`src/rtl/mul_byte_sequencer.sv`:
```
// Byte-serial sequencer around the 8x8 multiplier interface stage.
// Collects operand A then B from an 8-bit stream, launches the multiplier,
// waits for its ready low-then-high handshake, captures the 16-bit product
// and returns it as two bytes on an 8-bit output stream.
//
// state  | meaning
// -------+-----------------------------------------------------------
// S_A    | idle, accepting operand A
// S_B    | accepting operand B
// S_GO   | mul_start high for this single cycle, ack counter cleared
// S_ACK  | waiting for mul_ready to drop (bounded by TIMEOUT_CYC)
// S_DONE | waiting for mul_ready to return high, then capture product
// S_O1   | presenting first product byte
// S_O2   | presenting second product byte
module mul_byte_sequencer #(
    parameter int TIMEOUT_CYC   = 7,
    parameter bit OUT_LSB_FIRST = 1'b1
) (
    input  logic        clk,
    input  logic        reset,
    input  logic [7:0]  in_data,
    input  logic        in_valid,
    output logic        in_ready,
    output logic [7:0]  out_data,
    output logic        out_valid,
    input  logic        out_ready,
    output logic [15:0] mul_ip_BA,
    output logic        mul_start,
    input  logic [15:0] mul_op_prod,
    input  logic        mul_ready,
    output logic        busy,
    output logic        timeout_err,
    output logic [7:0]  op_count
);

    typedef enum logic [2:0] {
        S_A    = 3'd0,
        S_B    = 3'd1,
        S_GO   = 3'd2,
        S_ACK  = 3'd3,
        S_DONE = 3'd4,
        S_O1   = 3'd5,
        S_O2   = 3'd6
    } state_t;

    // Last counter value tolerated in S_ACK with mul_ready still high.
    localparam logic [3:0] ACK_LAST = 4'(TIMEOUT_CYC - 1);

    state_t      state;
    state_t      state_nxt;
    logic [3:0]  ack_cnt;
    logic [15:0] prod_reg;
    logic        in_acc;
    logic        out_acc;
    logic        ack_to;

    // Handshake decodes; stream flags come straight from the state so reset
    // drops them immediately.
    always_comb begin
        in_ready  = (state == S_A) || (state == S_B);
        out_valid = (state == S_O1) || (state == S_O2);
        busy      = (state != S_A);
        in_acc    = in_valid && in_ready;
        out_acc   = out_valid && out_ready;
        ack_to    = (state == S_ACK) && mul_ready && (ack_cnt == ACK_LAST);
    end

    // Next-state logic.
    always_comb begin
        state_nxt = state;
        case (state)
            S_A:     if (in_acc) state_nxt = S_B;
            S_B:     if (in_acc) state_nxt = S_GO;
            S_GO:    state_nxt = S_ACK;
            S_ACK:   if (!mul_ready || ack_to) state_nxt = S_DONE;
            S_DONE:  if (mul_ready) state_nxt = S_O1;
            S_O1:    if (out_acc) state_nxt = S_O2;
            S_O2:    if (out_acc) state_nxt = S_A;
            default: state_nxt = S_A;
        endcase
    end

    // State register.
    always_ff @(posedge clk or negedge reset) begin
        if (!reset) state <= S_A;
        else        state <= state_nxt;
    end

    // Operand capture and the registered start pulse, which is raised on the
    // edge entering S_GO so it is high exactly while the FSM sits there.
    always_ff @(posedge clk or negedge reset) begin
        if (!reset) begin
            mul_ip_BA <= 16'h0000;
            mul_start <= 1'b0;
        end else begin
            mul_start <= (state == S_B) && in_acc;
            if (in_acc && (state == S_A)) mul_ip_BA[7:0]  <= in_data;
            if (in_acc && (state == S_B)) mul_ip_BA[15:8] <= in_data;
        end
    end

    // Ack wait counter and sticky timeout flag.
    always_ff @(posedge clk or negedge reset) begin
        if (!reset) begin
            ack_cnt     <= 4'd0;
            timeout_err <= 1'b0;
        end else begin
            if (state == S_GO)
                ack_cnt <= 4'd0;
            else if ((state == S_ACK) && mul_ready && !ack_to)
                ack_cnt <= ack_cnt + 4'd1;
            if (ack_to) timeout_err <= 1'b1;
        end
    end

    // Product capture and completed-operation count.
    always_ff @(posedge clk or negedge reset) begin
        if (!reset) begin
            prod_reg <= 16'h0000;
            op_count <= 8'h00;
        end else begin
            if ((state == S_DONE) && mul_ready) prod_reg <= mul_op_prod;
            if ((state == S_O2) && out_acc)     op_count <= op_count + 8'h01;
        end
    end

    // Output byte select; only driven from the freshly captured product.
    always_comb begin
        out_data = 8'h00;
        if (state == S_O1)
            out_data = OUT_LSB_FIRST ? prod_reg[7:0] : prod_reg[15:8];
        else if (state == S_O2)
            out_data = OUT_LSB_FIRST ? prod_reg[15:8] : prod_reg[7:0];
    end

endmodule
```
`config.mk`:
```
export PLATFORM = sky130hd
export DESIGN_NAME = mul_byte_sequencer
export DESIGN_NICKNAME = d
export VERILOG_FILES = /design/src/rtl/mul_byte_sequencer.sv
export SDC_FILE = /design/constraint.sdc
export NUM_CORES = 1
export LEC_CHECK = 0
export CORE_UTILIZATION = 40
export CTS_BUF_LIST = sky130_fd_sc_hd__clkbuf_16
export CTS_CLUSTER_DIAMETER = 200
export DETAILED_ROUTE_END_ITERATION = 16
export GPL_TIMING_DRIVEN = 0
export MAX_ROUTING_LAYER = met4
export PLACE_DENSITY = 0.8
export SLEW_MARGIN = 20
export SYNTH_ARGS = -nofsm -noshare
export SYNTH_HDL_FRONTEND = slang
export SYNTH_SLANG_ARGS = --single-unit
```
`constraint.sdc`:
```
create_clock -name clk -period 2.45 [get_ports clk]
set_input_delay 0.49 -clock clk [delete_from_list [all_inputs] [get_ports clk]]
set_output_delay 0.49 -clock clk [all_outputs]
set_load 0.1 [all_outputs]
```
==> impl_metrics.py, run 1 <==
metrics = {
    "routing": {
        "m1WireLength_um": 2100,
        "highest_layer": "met4",
        "drc_errors": 0,
        "via_per_inst": 5.05,
        "drt_iter0_drc": 92,
        "firstDrtPassIters": 4,
        "vias": 1559,
        "avgRoutedWirePerCell_um": 14.3,
        "postRouteAntennaNets": 0,
        "wl_um": 4410,
        "wl_met2_um": 2050,
        "wl_met3_um": 225,
    },
    "floorplanning": {
        "rows": 26,
        "dieArea_mm2": 0.00586,
        "io_pins": 66,
        "fp.dieW_um": 76.6,
        "coreArea_mm2": 0.00524,
        "die_y_um": 76.6,
        "start_util_pct": 42.5,
    },
    "layout": {
        "final_layout_size_suffix_gt1_share_pct": 32.2,
        "fillers": 433,
        "nNetsFinal": 270,
        "syn2layout_area_growth_pct": 40.5,
        "n_antenna_cell": 0,
    },
    "yosys": {
        "synth_common_cells": "dfrtp_1 (49), mux2_2 (33), nor2b_1 (10), a22oi_1 (8), xnor2_1 (6)",
        "syn_area_per_cell_um2": 13.5,
        "ys_seq_area_share_pct": 55.1,
        "synth-seq-cells": 49,
        "synth.most_common_cell": "dfrtp_1",
        "synthDistinctLibCells": 39,
        "synth_flop_cell": "dfrtp_1",
        "yosys-top-cells-area": "dfrtp_1 (55%), mux2_2 (17%), nor2b_1 (2.8%), a22oi_1 (2.7%), xnor2_1 (2.4%)",
        "syn_nets": 197,
        "yosysTopAreaCellShare_pct": 55.1,
        "yosys.area.top_type": "dfrtp_1",
        "netlist_instances": 165,
        "synth_edf_count": 0,
        "async_flop_share_pct": 100,
        "netlist_area_mm2": 0.00222,
        "synth_warnings": 0,
    },
    "worst_setup_path": {
        "r2r_end": "state[2]",
        "cpLargestDelayFamily": "buffers and inverters",
        "rr_startpoint": "ack_cnt[0]",
        "worstSetupEndpoint": "op_count[2]",
        "rr_worst_depth": 6,
        "slowest_delay_ps": 1170,
        "worstPathCellList": "clkdlybuf4s50_1",
        "startpoint": "op_count[2]",
        "critPathKind": "reg2out",
        "start_kind": "flop",
        "r2r_setup_slack_ps": 740,
        "critPathRequiredTime_ps": 1960,
        "worst-path-stages": 1,
        "crit_buf_inv": 1,
        "crit_fanout": 6,
        "worst_ep_arrival_time_ps": 1900,
        "endpoint_kind": "output pin",
        "crit_slowest_cell": "clkdlybuf4s50_1",
    },
    "grt": {
        "grt_use_total_pct": 16.6,
        "antenna_found_initial": 0,
        "grt_pass1_wl_um": 7450,
        "grt_overflow": 0,
        "grt_max_degree": 26,
        "grt_pass1_vias": 1552,
    },
    "clock_network": {
        "cts_buffer_depth": 2,
        "ctsHoldBuffers": 0,
        "clk_latency_ps": 280,
        "root_buffer": "clkbuf_16",
        "path_clk_slew_ps": 60,
        "cts_buffers": 5,
        "htreeDepth": 2,
        "cts_tree": "done",
        "clock_sinks": 49,
    },
    "sta": {
        "hold_ws_ps": 195,
        "setup_viol_count_final": 0,
        "max_slew_margin_pct": 33.5,
        "worst_pin_slew_ps": 994,
        "slew_viol_final": 0,
        "finalCritPeriodShare_pct": 97.5,
        "rsz0062_at_grt": "false",
        "timing.final.crit_period_ps": 2390,
        "fmax_mhz": 419,
        "clock_skew_ps": 2.51,
        "finalHoldViolCount": 0,
    },
    "placed_design": {
        "hpwlAfterDp_um": 3120,
        "port_buffers": 65,
        "routabilityCongestion": 0.761,
    },
    "status": {
        "status": "completed",
    },
    "flow_run": {
        "drv_cap": 0,
    },
    "hold_path": {
        "hold_class": "in2async",
    },
}
==> cell families after synthesis <==
family	synth area share, %
buffers and inverters	3.55
multiplexers	16.7
flip-flops	55.1
adder cells (fa/ha/maj)	1.69
AND/OR/NAND/NOR	12.4
AO/OA/AOI/OAI	7.77
XOR/XNOR	2.76
==> repair_timing <==
item | CTS | global route
pin swaps | 0 | 0
gates resized for setup | 59 | 4
setup endpoints to repair | 11 | 9
setup buffers | 0 | 0
==> routing by layer <==
| metal | vias up | track usage [%] |
|---|---|---|
| met4 | 0 | 5.19 |
| li1 | 746 | - |
| met2 | 42 | 25.3 |
| met3 | 4 | 4.19 |
| met1 | 767 | 21.7 |
| met5 | - | - |
==> layout make-up <==
class	instances	area (µm²)	area share, %
flip-flops and latches	49	1230	39.3
multi-input cells	103	938	30.0
repair buffers	66	649	20.8
clock buffers	5	125	4.01
well taps	70	87.6	2.80
plain buffers	10	67.6	2.16
clock inverters	3	15.0	0.481
inverters	3	11.3	0.361
==> worst min path at each step <==
stage | start | end | slack [ps] | depth (start not counted)
detailed placement | timeout_err | timeout_err | 460 | 1
global placement | timeout_err | timeout_err | 460 | 1
CTS | reset | ack_cnt[2] | 220 | 1
floorplan | reset | ack_cnt[0] | 190 | 0
global route | reset | prod_reg[9] | 260 | 1
finish | reset | ack_cnt[2] | 190 | 1
==> layout by cell type, fill, tap and decap left out, types with 3 or more instances in the layout <==
cell,count
xnor2_1,6
inv_1,5
nand2_1,3
buf_2,3
clkbuf_16,5
nor2_1,3
a22oi_1,8
mux2_2,33
buf_4,12
clkdlybuf4s50_1,53
nand3_1,4
ha_1,3
dfrtp_1,47
o21ai_0,4
nor2b_2,8
==> per-stage QoR <==
step	utilization (%)	setup TNS [ps]	cell area, µm²	setup WS [ps]	instances
6_report	59.6	0	3120	62.4	309
5_1_grt	59.6	0	3120	9.70	309
4_1_cts	59.5	0	3110	14.9	309
3_5_place_dp	57.2	-4340	3000	-497	301
3_3_place_gp	56.9	-27490	2980	-480	300
2_1_floorplan	-	0	2240	52.9	165
Power of run 1 is not shown: default switching activity piles up to over one toggle a cycle in this logic, so the estimate is an artifact.
==> inputs of run 2 (changes only) <==
Settings changed: CORE_UTILIZATION 40 to 50, HOLD_SLACK_MARGIN set to 0.03, PLACE_DENSITY 0.8 to 0.94, SLEW_MARGIN 20 to 25.
==> run 2 against run 1 <==
Cell count fell by 7.1%. Worst setup slack got worse by 4.2 ps. Final area decreased by 1.4%. Global-route usage up 6.2 points. Clock skew up 1.9 ps. Die area shrank 20%. Utilization up 15 points. Critical path depth stayed put. Worst hold slack improved by 14 ps. Register-to-register slack got worse by 20 ps. Maximum frequency shrank 0.17%. Flip-flop and latch count did not move. Critical endpoint is now op_count[0].
==> impl_metrics.py, run 2 (synthesis gave the netlist of run 1 again) <==
metrics = {
    "worst_setup_path": {
        "critPathRequiredTime_ps": 1960,
        "critPathKind": "reg2out",
        "endpoint_kind": "output pin",
        "crit_fanout": 6,
        "worst_ep_arrival_time_ps": 1900,
        "crit_buf_inv": 1,
        "start_kind": "flop",
        "rr_worst_depth": 6,
        "slowest_delay_ps": 1170,
        "worstPathCellList": "clkdlybuf4s50_1",
        "worst-path-stages": 1,
        "cpLargestDelayFamily": "buffers and inverters",
        "crit_slowest_cell": "clkdlybuf4s50_1",
    },
    "placed_design": {
        "hpwlAfterDp_um": 3270,
        "post-place-ws_ps": -497,
        "port_buffers": 65,
        "place_inst": 280,
        "routabilityCongestion": 0.852,
    },
    "sta": {
        "setup_viol_count_final": 0,
        "hold_ws_ps": 209,
        "timing.final.crit_period_ps": 2390,
        "fmax_mhz": 418,
        "slew_viol_final": 0,
        "clock_skew_ps": 4.41,
        "worst_pin_slew_ps": 1010,
        "setup_ws_ps": 58.2,
        "finalHoldViolCount": 0,
        "rsz0062_at_grt": "false",
        "max_slew_margin_pct": 32.5,
        "finalCritPeriodShare_pct": 97.6,
    },
    "clock_network": {
        "cts_buffers": 5,
        "path_clk_slew_ps": 60,
        "cts_buffer_depth": 2,
        "root_buffer": "clkbuf_16",
        "clock_sinks": 49,
        "post_cts_buffers": 0,
        "clk_latency_ps": 280,
        "ctsHoldBuffers": 0,
        "cts_tree": "done",
        "htreeDepth": 2,
    },
    "hold_path": {
        "hold_class": "in2async",
    },
    "routing": {
        "vias": 1586,
        "postRouteAntennaNets": 0,
        "via_per_inst": 5.53,
        "wl_um": 4700,
        "avgRoutedWirePerCell_um": 16.4,
        "firstDrtPassIters": 4,
        "drc_errors": 0,
        "drt_iter0_drc": 79,
    },
    "grt": {
        "grt_pass1_wl_um": 7470,
        "grt_use_total_pct": 22.8,
        "grt_overflow": 0,
        "antenna_found_initial": 0,
        "grt_max_degree": 50,
        "grt_pass1_vias": 1638,
    },
    "floorplanning": {
        "die_y_um": 68.7,
        "dieArea_mm2": 0.00472,
        "io_pins": 66,
        "fp.dieW_um": 68.7,
        "start_util_pct": 53.7,
        "rows": 23,
        "coreArea_mm2": 0.00414,
    },
    "layout": {
        "syn2layout_area_growth_pct": 38.5,
        "n_antenna_cell": 0,
        "nNetsFinal": 269,
        "fin_cells": 287,
        "postLayoutCoreUtil_pct": 74.3,
        "mostFrequentLayoutCells": "clkdlybuf4s50_1 (53), dfrtp_1 (48), mux2_2 (33), buf_4 (13)",
        "layout_commonest_cell": "clkdlybuf4s50_1",
        "final_layout_size_suffix_gt1_share_pct": 31.6,
    },
    "status": {
        "status": "completed",
    },
    "flow_run": {
        "drv_cap": 0,
    },
}
==> run 2: changes by cell type in the layout (fill, tap and decap cells not counted) <==
cell,previous run,this run
dfrtp_1,47,48
buf_4,12,13
buf_12,1,0
clkbuf_4,1,0
dfrtp_2,2,1
buf_6,2,3
inv_1,5,3
clkinv_1,0,1
buf_2,3,2
==> run 2: layer usage <==
| layer | wire, µm | global-route usage, % | vias up |
|---|---|---|---|
| met4 | 117 | 8.85 | 0 |
| met3 | 377 | 8.22 | 13 |
| met2 | 2340 | 36.6 | 56 |
| met5 | 0 | - | - |
| met1 | 1870 | 26.0 | 779 |
| li1 | - | - | 738 |
==> run 2: cell type report <==
type | instances | area (µm²)
tap | 50 | 62.6
multi-input combinational | 103 | 938
sequential | 49 | 1230
buffer | 10 | 67.6
timing repair buffer | 65 | 636
inverter | 3 | 11.3
clock inverter | 2 | 11.3
clock buffer | 5 | 125
fill | 295 | 1060
==> run 2: repair_timing <==
action / 4_1_cts / 5_1_grt
endpoints found under the hold margin: 0 / 0
endpoints found under the setup margin: 11 / 8
gates resized for setup: 60 / 3
==> run 2: metrics by stage <==
step,setup TNS (ps),instance area [µm²]
after floorplan,0,2240
after global placement,-26810,2960
after detailed placement,-4400,2950
after CTS,0,3070
after global routing,0,3080
final,0,3080
==> run 2: path summary, 6_finish.rpt <==
path | startpoint | endpoint | slack, ps
setup / recovery | op_count[0] | op_count[0] | 60
hold / removal | reset | op_count[5] | 210
setup reg to reg | ack_cnt[0] | state[2] | 720
hold reg to reg | op_count[7] | op_count[7] | 470
max in group asynchronous | reset | state[0] | 1800
min in group clk | op_count[7] | op_count[7] | 470
Power of run 2 is left out for the same reason.
==> inputs of run 3 (changes only) <==
Settings changed: SLEW_MARGIN 25 to 15.
==> run 3 against run 2 <==
Cell count is 0.70% higher. Maximum frequency increased by 1.8%. Worst hold slack worse by 6.2 ps. Clock skew about the same. Critical path depth unchanged. Clock-buffer cell count unchanged. Utilization is 0.63 points higher. Sequential share of layout area down 0.30 points. Final area grew 0.85%. Die area is the same. Flip-flop and latch count is the same. Via count up 0.57%. Critical endpoint is now op_count[1]. Largest cell class unchanged.
==> impl_metrics.py, run 3 (synthesis gave the netlist of run 1 again) <==
metrics = {
    "status": {
        "status": "completed",
    },
    "routing": {
        "drt_iter0_drc": 76,
        "avgRoutedWirePerCell_um": 16.2,
        "wl_um": 4670,
        "via_per_inst": 5.52,
        "vias": 1595,
        "firstDrtPassIters": 4,
        "drc_errors": 0,
        "postRouteAntennaNets": 0,
    },
    "clock_network": {
        "htreeDepth": 2,
        "cts_buffer_depth": 2,
        "cts_buffers": 5,
        "root_buffer": "clkbuf_16",
        "path_clk_slew_ps": 60,
        "clk_latency_ps": 290,
        "clock_sinks": 49,
        "cts_tree": "done",
    },
    "sta": {
        "setup_viol_count_final": 0,
        "timing.final.crit_period_ps": 2350,
        "hold_ws_ps": 203,
        "rsz0062_at_grt": "false",
        "finalHoldViolCount": 0,
        "fin_tns_setup_ps": 0,
        "clock_skew_ps": 4.71,
        "setup_ws_ps": 101,
        "worst_pin_slew_ps": 1000,
        "fmax_mhz": 426,
        "finalCritPeriodShare_pct": 95.9,
        "slew_viol_final": 0,
        "max_slew_margin_pct": 33.0,
    },
    "placed_design": {
        "hpwlAfterDp_um": 3270,
        "post-place-ws_ps": -499,
        "place_inst": 281,
        "routabilityCongestion": 0.852,
        "port_buffers": 65,
    },
    "floorplanning": {
        "fp.dieW_um": 68.7,
        "rows": 23,
        "start_util_pct": 53.7,
        "coreArea_mm2": 0.00414,
        "dieArea_mm2": 0.00472,
        "die_y_um": 68.7,
        "io_pins": 66,
    },
    "grt": {
        "grt_pass1_wl_um": 7360,
        "grt_use_total_pct": 22.4,
        "grt_max_degree": 27,
        "grt_overflow": 0,
        "antenna_found_initial": 0,
        "grt_pass1_vias": 1595,
    },
    "worst_setup_path": {
        "crit_fanout": 6,
        "crit_slowest_cell": "clkdlybuf4s50_1",
        "worstPathCellList": "clkdlybuf4s50_1",
        "cpLargestDelayFamily": "buffers and inverters",
        "endpoint_kind": "output pin",
        "start_kind": "flop",
        "critPathRequiredTime_ps": 1960,
        "worst_ep_arrival_time_ps": 1860,
        "slowest_delay_ps": 1160,
        "crit_buf_inv": 1,
        "critPathKind": "reg2out",
    },
    "layout": {
        "nNetsFinal": 270,
        "mostFrequentLayoutCells": "clkdlybuf4s50_1 (51), dfrtp_1 (47), mux2_2 (33), buf_4 (13)",
        "n_antenna_cell": 0,
        "fin_cells": 289,
        "final_layout_size_suffix_gt1_share_pct": 32.6,
        "layout_commonest_cell": "clkdlybuf4s50_1",
        "syn2layout_area_growth_pct": 39.7,
    },
    "hold_path": {
        "hold_class": "in2async",
    },
    "flow_run": {
        "drv_cap": 0,
    },
}
[run 3: changes by cell type in the layout (fill, tap and decap cells not counted)]
cell	previous run	this run
dlymetal6s2s_1	0	2
dfrtp_1	48	47
dfrtp_2	1	2
clkinvlp_4	1	0
buf_6	3	2
clkdlybuf4s50_1	53	51
buf_2	2	3
clkinv_4	0	1
clkinv_2	0	1
buf_12	0	1
[run 3: area by class of cell]
| cell class | count | area (µm²) |
|---|---|---|
| Timing Repair Buffer | 66 | 654 |
| Fill cell | 288 | 1040 |
| Sequential cell | 49 | 1230 |
| Tap cell | 50 | 62.6 |
| Clock inverter | 3 | 17.5 |
| Buffer | 10 | 67.6 |
| Inverter | 3 | 11.3 |
| Clock buffer | 5 | 125 |
| Multi-Input combinational cell | 103 | 938 |
[run 3: layer usage]
metal	part of all wire (%)	track usage [%]	vias to the layer above
met5	0	-	-
met4	1.0	7.03	0
met3	7.0	6.91	6
met2	50	36.8	51
met1	41	26.4	797
li1	-	-	741
[run 3: worst reg2reg max path, cell delays in order (launching register included)]
cell	delay, ps
dfrtp_1	410
inv_1	60
ha_1	180
and3b_1	170
clkbuf_2	150
or2_2	360
a32o_1	270
[run 3: worst paths after layout]
| path | end | slack, ps | cells past startpoint | startpoint |
|---|---|---|---|---|
| min reg2reg | op_count[7] | 470 | 1 | op_count[7] |
| max | op_count[1] | 100 | 1 | op_count[1] |
| max in group asynchronous | state[0] | 1700 | 2 | reset |
| max reg2reg | state[2] | 740 | 6 | ack_cnt[0] |
| min | state[2] | 200 | 1 | reset |
| min in group clk | op_count[7] | 470 | 1 | op_count[7] |
[run 3: through the flow]
step / util, % / cell area (µm²)
final: 74.9 / 3110
after global routing: 74.9 / 3110
after CTS: 74.7 / 3090
after detailed placement: 71.7 / 2970
after global placement: 71.3 / 2960
after floorplan: - / 2240
[run 3: timing repair]
action | CTS | global route
endpoints found under the hold margin | 0 | 0
gates resized for setup | 60 | 5
buffers inserted | 0 | 0
gates cloned | 0 | 0
hold buffers | 0 | 0
endpoints found under the setup margin | 11 | 10
Power of run 3 is left out for the same reason.
